==> config.mk <==
export PLATFORM = sky130hd
export DESIGN_NAME = conv_dot_mac
export DESIGN_NICKNAME = d
export VERILOG_FILES = /design/src/rtl/conv_pkg.sv /design/src/rtl/conv_mac_stage.sv /design/src/rtl/conv_dot_mac.sv
export SDC_FILE = /design/constraint.sdc
export NUM_CORES = 1
export LEC_CHECK = 0
export BUFFER_PORTS_ARGS = -buffer_cell sky130_fd_sc_hd__buf_4
export CAP_MARGIN = 0
export CELL_PAD_IN_SITES_DETAIL_PLACEMENT = 0
export CELL_PAD_IN_SITES_GLOBAL_PLACEMENT = 1
export CORE_MARGIN = 1
export CORE_UTILIZATION = 50
export CTS_CLUSTER_SIZE = 25
export DETAILED_ROUTE_END_ITERATION = 10
export GPL_TIMING_DRIVEN = 0
export PLACE_DENSITY = 0.84
export SLEW_MARGIN = 20
export SYNTH_ARGS = -nofsm -noshare
export SYNTH_HDL_FRONTEND = slang
export SYNTH_SLANG_ARGS = --single-unit
export TNS_END_PERCENT = 5
==> constraint.sdc <==
create_clock -name clk -period 8.61 [get_ports clk]
set_input_delay 0 -clock clk [delete_from_list [all_inputs] [get_ports clk]]
set_output_delay 0 -clock clk [all_outputs]
set_load 0.02 [all_outputs]
==> src/rtl/conv_pkg.sv <==
// Shared definitions for the conv layer datapath: FSM states, width helpers and
// the output clamp that the pooling stage also uses.
package conv_pkg;

  typedef enum logic [1:0] {
    ST_LOAD_W = 2'd0,
    ST_RUN    = 2'd1,
    ST_DRAIN  = 2'd2,
    ST_HOLD   = 2'd3
  } state_e;

  function automatic int clog2(input int v);
    int r;
    r = 0;
    while ((1 << r) < v) r = r + 1;
    return r;
  endfunction

  // Wide enough that a full window of products never overflows.
  function automatic int acc_width(input int dw, input int ww, input int n);
    return dw + ww + clog2(n) + 1;
  endfunction

  function automatic logic signed [63:0] sat_clamp(input logic signed [63:0] v,
                                                   input int ow);
    logic signed [63:0] hi;
    logic signed [63:0] lo;
    hi = (64'sd1 <<< (ow - 1)) - 64'sd1;
    lo = -hi - 64'sd1;
    if (v > hi) return hi;
    else if (v < lo) return lo;
    else return v;
  endfunction

endpackage

==> src/rtl/conv_mac_stage.sv <==
// Two-stage multiply/accumulate: registered product, then an accumulator that
// restarts on the first beat of a window; exposes the biased sum.
module conv_mac_stage #(
  parameter int DATA_WIDTH   = 15,
  parameter int WEIGHT_WIDTH = 8,
  parameter int BIAS_WIDTH   = 8,
  parameter int ACC_WIDTH    = 28
) (
  input  logic                    clk,
  input  logic                    rst,
  input  logic                    issue_i,
  input  logic                    first_i,
  input  logic [WEIGHT_WIDTH-1:0] weight_i,
  input  logic [DATA_WIDTH-1:0]   data_i,
  input  logic [BIAS_WIDTH-1:0]   bias_i,
  output logic [ACC_WIDTH:0]      sum_o
);

  localparam int PW = DATA_WIDTH + WEIGHT_WIDTH;

  logic [PW-1:0]        dx_s;
  logic [PW-1:0]        wx_s;
  logic [PW-1:0]        prod_q;
  logic                 pvld_q;
  logic                 pfirst_q;
  logic [ACC_WIDTH-1:0] acc_q;
  logic [ACC_WIDTH-1:0] prod_ext_s;

  // Both operands widened to the full product width so the low bits are exact.
  assign dx_s       = {{WEIGHT_WIDTH{data_i[DATA_WIDTH-1]}}, data_i};
  assign wx_s       = {{DATA_WIDTH{weight_i[WEIGHT_WIDTH-1]}}, weight_i};
  assign prod_ext_s = {{(ACC_WIDTH-PW){prod_q[PW-1]}}, prod_q};

  always_ff @(posedge clk) begin
    if (rst) begin
      prod_q   <= '0;
      pvld_q   <= 1'b0;
      pfirst_q <= 1'b0;
      acc_q    <= '0;
    end else begin
      pvld_q   <= issue_i;
      pfirst_q <= first_i;
      if (issue_i) prod_q <= dx_s * wx_s;
      if (pvld_q) acc_q <= pfirst_q ? prod_ext_s : acc_q + prod_ext_s;
    end
  end

  assign sum_o = {acc_q[ACC_WIDTH-1], acc_q}
               + {{(ACC_WIDTH+1-BIAS_WIDTH){bias_i[BIAS_WIDTH-1]}}, bias_i};

endmodule

==> src/rtl/conv_dot_mac.sv <==
// Kernel dot-product engine: weight bank, beat counter, handshake FSM and the
// registered result; arithmetic lives in conv_mac_stage.
module conv_dot_mac
  import conv_pkg::*;
#(
  parameter int KERNEL_SIZE  = 3,
  parameter int CHANNELS     = 4,
  parameter int DATA_WIDTH   = 15,
  parameter int WEIGHT_WIDTH = 8,
  parameter int BIAS_WIDTH   = 8,
  parameter int OUT_WIDTH    = 30,
  parameter bit SATURATE     = 1'b0
) (
  input  logic                    clk,
  input  logic                    rst,
  input  logic                    w_valid,
  output logic                    w_ready,
  input  logic [WEIGHT_WIDTH-1:0] w_data,
  input  logic [BIAS_WIDTH-1:0]   bias,
  input  logic                    w_reload,
  input  logic                    d_valid,
  output logic                    d_ready,
  input  logic [DATA_WIDTH-1:0]   d_data,
  output logic                    out_valid,
  input  logic                    out_ready,
  output logic [OUT_WIDTH-1:0]    out_data,
  output logic                    done,
  output logic                    weights_ok
);

  localparam int N   = KERNEL_SIZE * CHANNELS;
  localparam int CW  = (clog2(N) > 0) ? clog2(N) : 1;
  localparam int ACC = acc_width(DATA_WIDTH, WEIGHT_WIDTH, N);

  logic [WEIGHT_WIDTH-1:0] bank_q [N];
  logic [BIAS_WIDTH-1:0]   bias_q;
  logic [CW-1:0]           cnt_q;
  state_e                  state_q;
  logic                    drain_q, pend_q;
  logic                    w_ready_q, d_ready_q, out_valid_q, done_q, wok_q;
  logic [OUT_WIDTH-1:0]    out_data_q;
  logic                    w_hs_s, d_hs_s, o_hs_s, last_s;
  logic [ACC:0]            sum_s;
  logic [63:0]             sum_ext_s;
  logic [OUT_WIDTH-1:0]    out_d;

  assign w_hs_s = w_valid & w_ready_q;
  assign d_hs_s = d_valid & d_ready_q;
  assign o_hs_s = out_valid_q & out_ready;
  assign last_s = (cnt_q == CW'(N - 1));

  always_ff @(posedge clk) begin
    if (rst) begin
      for (int i = 0; i < N; i++) bank_q[i] <= '0;
      bias_q <= '0;
    end else if (w_hs_s) begin
      bank_q[cnt_q] <= w_data;
      if (cnt_q == '0) bias_q <= bias;
    end
  end

  conv_mac_stage #(
    .DATA_WIDTH  (DATA_WIDTH),
    .WEIGHT_WIDTH(WEIGHT_WIDTH),
    .BIAS_WIDTH  (BIAS_WIDTH),
    .ACC_WIDTH   (ACC)
  ) u_mac (
    .clk     (clk),
    .rst     (rst),
    .issue_i (d_hs_s),
    .first_i (cnt_q == '0),
    .weight_i(bank_q[cnt_q]),
    .data_i  (d_data),
    .bias_i  (bias_q),
    .sum_o   (sum_s)
  );

  assign sum_ext_s = {{(64-ACC-1){sum_s[ACC]}}, sum_s};

  always_comb begin
    out_d = '0;
    out_d = OUT_WIDTH'(SATURATE ? sat_clamp(sum_ext_s, OUT_WIDTH) : sum_ext_s);
  end

  always_ff @(posedge clk) begin
    if (rst) begin
      state_q     <= ST_LOAD_W;
      cnt_q       <= '0;
      drain_q     <= 1'b0;
      pend_q      <= 1'b0;
      w_ready_q   <= 1'b0;
      d_ready_q   <= 1'b0;
      out_valid_q <= 1'b0;
      out_data_q  <= '0;
      done_q      <= 1'b0;
      wok_q       <= 1'b0;
    end else begin
      done_q <= 1'b0;
      case (state_q)
        ST_LOAD_W: begin
          w_ready_q <= 1'b1;
          d_ready_q <= 1'b0;
          if (w_hs_s) begin
            if (last_s) begin
              cnt_q     <= '0;
              wok_q     <= 1'b1;
              w_ready_q <= 1'b0;
              d_ready_q <= 1'b1;
              state_q   <= ST_RUN;
            end else begin
              cnt_q <= cnt_q + CW'(1);
            end
          end
        end
        // An accepted beat wins over a same-cycle reload; the reload then waits for the result.
        ST_RUN: begin
          if (d_hs_s) begin
            if (w_reload) pend_q <= 1'b1;
            if (last_s) begin
              cnt_q     <= '0;
              d_ready_q <= 1'b0;
              drain_q   <= 1'b0;
              state_q   <= ST_DRAIN;
            end else begin
              cnt_q <= cnt_q + CW'(1);
            end
          end else if (w_reload && cnt_q == '0) begin
            wok_q     <= 1'b0;
            w_ready_q <= 1'b1;
            d_ready_q <= 1'b0;
            pend_q    <= 1'b0;
            state_q   <= ST_LOAD_W;
          end else if (w_reload) begin
            pend_q <= 1'b1;
          end
        end
        ST_DRAIN: begin
          if (w_reload) pend_q <= 1'b1;
          if (drain_q) begin
            out_valid_q <= 1'b1;
            out_data_q  <= out_d;
            state_q     <= ST_HOLD;
          end else begin
            drain_q <= 1'b1;
          end
        end
        ST_HOLD: begin
          if (o_hs_s) begin
            out_valid_q <= 1'b0;
            done_q      <= 1'b1;
            if (w_reload || pend_q) begin
              wok_q     <= 1'b0;
              w_ready_q <= 1'b1;
              pend_q    <= 1'b0;
              state_q   <= ST_LOAD_W;
            end else begin
              d_ready_q <= 1'b1;
              state_q   <= ST_RUN;
            end
          end else if (w_reload) begin
            pend_q <= 1'b1;
          end
        end
        default: begin
          state_q     <= ST_LOAD_W;
          cnt_q       <= '0;
          w_ready_q   <= 1'b0;
          d_ready_q   <= 1'b0;
          out_valid_q <= 1'b0;
          wok_q       <= 1'b0;
        end
      endcase
    end
  end

  assign w_ready    = w_ready_q;
  assign d_ready    = d_ready_q;
  assign out_valid  = out_valid_q;
  assign out_data   = out_data_q;
  assign done       = done_q;
  assign weights_ok = wok_q;

endmodule

# Yosys cells after proc, flatten, opt, wreduce, memory -nomap -nowiden
# Memories as Yosys holds them, arrays and structs flattened. A register that Yosys moved wholly into a read port is not among the register bits.
# Cells that the tools add are included.
# op_classes
add_sub_neg,3
multipliers,1
n_div,0
n_lt_le_gt_ge,0
eq_ne,17
shift,0
n_mux,56
bitwise,4
n_reduce_logical,21
# ops
operator,n
$mux W1,33
$add A28 B8 Y29,1
$add A28 B28 Y28,1
$mux W28,1
$mux W4,6
$mul A15 B8 Y23,1
$ne A2 B2 Y1 const B,9
$mux W2,7
$pmux W1 S3,4
$reduce_and A5 Y1,2
$reduce_and A3 Y1,3
$mux W8,1
$pmux W2 S4,1
$pmux W4 S2,1
$reduce_or A8 Y1,1
$reduce_and A7 Y1,1
$ne A3 B3 Y1 const B,2
$reduce_and A2 Y1,3
$reduce_and A6 Y1,1
$reduce_bool A2 Y1,3
$reduce_bool A3 Y1,2
$add A4 B1 Y4 const B,1
$eq A2 B2 Y1 const B,2
$eq A4 B4 Y1 const B,1
11 further kinds,14
# word_totals
ff_bits,103
latchBits,0
ram_bits,96
mem_bits_ro,0
in_bits,37
output_inout_bits,35
memories,1
# mem_list
memory,words,word_bits,read_ports,rd_clocked_by_memory_dff,wr,line_no,source
bank_q,12,8,1,1,12,conv_dot_mac.sv:35,logic [WEIGHT_WIDTH-1:0] bank_q [N];

# Longest topological paths before layout
# logic_depth
word_depth,6
depth_mapped,25
mapped_depth_nobuf,21

# By module
# From an unflattened synthesis, not the netlist that was laid out.
# unflattened
cells_unflattened,1659
hier_area_um2,16808.6
# modules_own_cells
mod,instances,cells_each,area_per_inst_um2,seq_area_each_um2
conv_mac_stage,1,1071,9023.7,1061.0
conv_dot_mac,1,588,7785.0,4924.7

# Worst setup path before layout
# OpenSTA, ideal clock, no wires.
# synth_path
kind,flip-flop to flip-flop
start,register with a tool-made name
end,register u_mac.prod_q[16]
t_arrival_ns,5.993
required_time_ns,8.540
slack_ns,2.547
stages_incl_launch_ff,23
cell_sequence,dfxtp_1 buf_6 buf_12 buf_12 mux4_2 mux4_2 buf_6 and2_1 fa_1 fa_1 fa_1 inv_1 fa_1 inv_1 ha_1 or3_1 or2_0 o221a_2 or3_1 a21oi_1 xnor2_1 nand2_1 a21oi_1
# synth_lines
item,line_no,source
to (signal assigned),conv_mac_stage.sv:43,if (issue_i) prod_q <= dx_s * wx_s;
to (decl),conv_mac_stage.sv:23,logic [PW-1:0] prod_q;

==> results.ini <==
[outcome]
run_status=complete, no violations

[sta]
final.min_clock_period_ps=7160
unrepaired_setup_endpoints_after_global_routing=false
timing_max_transition_violations_final=0
final.period_utilization=0.832
fmax_mhz=140
final-setup-viol-count=0
tightest_slew_ps=930
finalHoldViolCount=0
worst_clock_skew_ps=42.4
layout_setup_ws_ps=1450
relSlewSlack=0.379
setup-tns-final_ps=0

[floorplanning]
area_of_the_core_region_um2=32700
chip_width_um=185
floorplan.die_area_um2=34100
num_rows=66
die_height_um=185
ios=72
initial_utilization=0.510

[yosys]
synth-async-reset-ratio=0
dominant_synthesized_flop_cell=sky130_fd_sc_hd__edfxtp_1
synth.cell_area_um2=16700
yosys_cell_types=78
synth.yosys.seq_area_share=0.359
syn-num-nets=1856
synth_seq_cells=235
synth_enable_flop_cells=128
syn-instance-count=1618
yosys_warnings=0
postSynthAreaPerCell_um2=10.3

[cells_and_area]
post-route-util=0.576
drive_above_1_share=0.0939
num-nets-final=1975
stdcell_count=2200
syn2layout_area_growth_pct=12.9
layout_common_cells=sky130_fd_sc_hd__nand2_1 (159), sky130_fd_sc_hd__inv_1 (139), sky130_fd_sc_hd__edfxtp_1 (128)
final_common_cell=sky130_fd_sc_hd__nand2_1

[clock_tree]
cts.sinks=235
ctsResizeCount=0
cts_max_level=1
tritoncts=done
clock_path_buffers=3
clock_tree.root_cell=sky130_fd_sc_hd__clkbuf_16
insertion_delay_ps=570
cts_buffers=26
clk_pin_slew_worst_setup_hold_paths_ps=70
cts.hold.buffers_added=20
post-cts-setup-buffers=0

[worst_hold_path]
worst_hold_path_type=in -> reg

[global_route]
antenna_found_initial=1
largest_net_degree_at_the_start_of_global_routing=23
gr-usage-all-layers=0.259
grt.overflow.total=0
grt_pass1_vias=12100
grt_pass1_wl_um=67600

[power]
powerDensity_nw_per_um2=193
ir_drop_mv=0.136
power.leakage_nw=8.24

[critical_path]
cp_slowest_stage_delay_ps=620
worst-endpoint-arrival_ps=7590
crit_type=reg -> reg
worstPathCellList=clkbuf_1, buf_2, mux4_2, mux4_2, buf_6, and2_1, fa_1, inv_1, fa_1, fa_1, fa_1, inv_1, ha_1, and3_1, a22oi_1, o211ai_1, o41ai_4, o211a_1, o21ai_1, a21oi_2, xnor2_1, a21o_1
crit_slowest_cell=sky130_fd_sc_hd__mux4_2
worstPathMaxFanout=10
worst_path_most_repeated_cell=sky130_fd_sc_hd__fa_1
worst_setup_path_start_kind=flop
timing.critical_path.to_type=flop
cp_data_required_time_ps=9040

[run]
max_cap_violations=0

[placement]
pre_cts_ws_ps=1450
detailed_place_hpwl_um=32300
place.port_buffers=71
placed_cells_incl_taps=2131
place_congestion=0.894

[routing]
drt-vias-per-instance=5.70
totalWireLength_um=42700
number_of_iterations_in_the_first_detailed_routing_pass=5
ant_nets=0
route.vias.total=12600
drt-initial-drc-count=967
wire_per_inst_um=19.4
detail_route.drc_violations=0

[registers in the layout, indices dropped and copies added, names as in the netlist, 4 cells and up, named ones only]
name	count
cnt_q	4
bias_q	8
u_mac.acc_q	28
bank_q	128
out_data	29
u_mac.prod_q	23
[metal layers]
metal / wire length, µm / global-route usage / part of all wire / vias up
met5: 0 / 0 / 0 / -
met4: 1010 / 0.0707 / 0.024 / 0
met3: 2620 / 0.0348 / 0.061 / 71
met2: 19900 / 0.413 / 0.47 / 374
met1: 19200 / 0.370 / 0.45 / 6140
li1: - / - / - / 5965
[where the power goes]
part	switching (mW)	leakage [nW]	internal [mW]
clock	0.478	0.409	0.648
sequential	0.00899	2.14	1.20
combinational	0.741	5.69	0.558
[cell families (layout without fill, tap and decap cells)]
family,Yosys count,after routing,synth area share
AND/OR/NAND/NOR,556,556,0.169
AO/OA/AOI/OAI,297,297,0.124
flip-flops,235,235,0.359
buffers and inverters,218,357,0.0552
adder cells (fa/ha/maj),201,201,0.195
XOR/XNOR,57,57,0.0299
multiplexers,54,54,0.0677
other,0,1,0
[area by class of cell]
type                    count  area, µm²
inverters                 139        522
flip-flops and latches    235       5990
well taps                 442        553
fillers                  2941      13900
clock inverters            20        209
diodes                      1       2.50
clock buffers              28        658
plain buffers              79        398
repair buffers             91        733
multi-input cells        1165       9770
[cell usage after synthesis (7+ instances only)]
cell type / number / share of area
sky130_fd_sc_hd__a211oi_1: 18 / 0.0081
sky130_fd_sc_hd__a21o_1: 41 / 0.018
sky130_fd_sc_hd__a21oi_1: 78 / 0.023
sky130_fd_sc_hd__a311oi_1: 13 / 0.0068
sky130_fd_sc_hd__a31oi_1: 9 / 0.0034
sky130_fd_sc_hd__and2_1: 82 / 0.031
sky130_fd_sc_hd__and3_1: 100 / 0.038
sky130_fd_sc_hd__buf_1: 10 / 0.0023
sky130_fd_sc_hd__clkbuf_1: 56 / 0.013
sky130_fd_sc_hd__dfxtp_1: 107 / 0.13
sky130_fd_sc_hd__edfxtp_1: 128 / 0.23
sky130_fd_sc_hd__fa_1: 99 / 0.12
sky130_fd_sc_hd__ha_1: 102 / 0.077
sky130_fd_sc_hd__inv_1: 139 / 0.031
sky130_fd_sc_hd__mux2i_1: 13 / 0.0078
sky130_fd_sc_hd__mux4_1: 23 / 0.036
sky130_fd_sc_hd__mux4_2: 17 / 0.023
sky130_fd_sc_hd__nand2_1: 159 / 0.036
sky130_fd_sc_hd__nand2b_1: 22 / 0.0083
sky130_fd_sc_hd__nand3_1: 18 / 0.0054
sky130_fd_sc_hd__nor2_1: 105 / 0.024
sky130_fd_sc_hd__nor2b_1: 10 / 0.0038
sky130_fd_sc_hd__nor3_1: 19 / 0.0057
sky130_fd_sc_hd__o211ai_1: 10 / 0.0045
sky130_fd_sc_hd__o21a_1: 12 / 0.0054
sky130_fd_sc_hd__o21ai_0: 37 / 0.011
sky130_fd_sc_hd__o21ai_1: 8 / 0.0024
sky130_fd_sc_hd__o21bai_1: 8 / 0.0036
sky130_fd_sc_hd__o31ai_1: 7 / 0.0032
sky130_fd_sc_hd__or3_1: 10 / 0.0038
sky130_fd_sc_hd__xnor2_1: 35 / 0.018
sky130_fd_sc_hd__xor2_1: 22 / 0.012
[critical path: cells and delay by family (launching register included)]
family | cells | cell delay [ps]
adders and majority gates | 5 | 2480
AOI/OAI and AO/OA | 7 | 1420
buffers and inverters | 5 | 1240
muxes | 2 | 970
DFF | 1 | 430
and+or+nand+nor | 2 | 380
xor gates and xnor gates | 1 | 100
[stage by stage]
stage	hold WS (ps)	instance area (µm²)	total power, mW
global placement	229	17800	2.53
floorplan	98.9	16700	2.22
CTS	5.44	18800	3.67
global route	71.6	18800	3.88
finish	42.4	18800	3.63
detailed placement	234	17800	2.54
[path summary, 6_finish.rpt]
check | from | to | slack (ps) | cells after the start
setup / recovery | flop | u_mac.prod_q[21] | 1450 | 22
hold / removal | w_valid | d_ready | 40 | 4
setup reg to reg | flop | u_mac.prod_q[21] | 1450 | 22
hold reg to reg | out_data[18] | out_data[18] | 450 | 2
(Power assumes the default switching activity.)
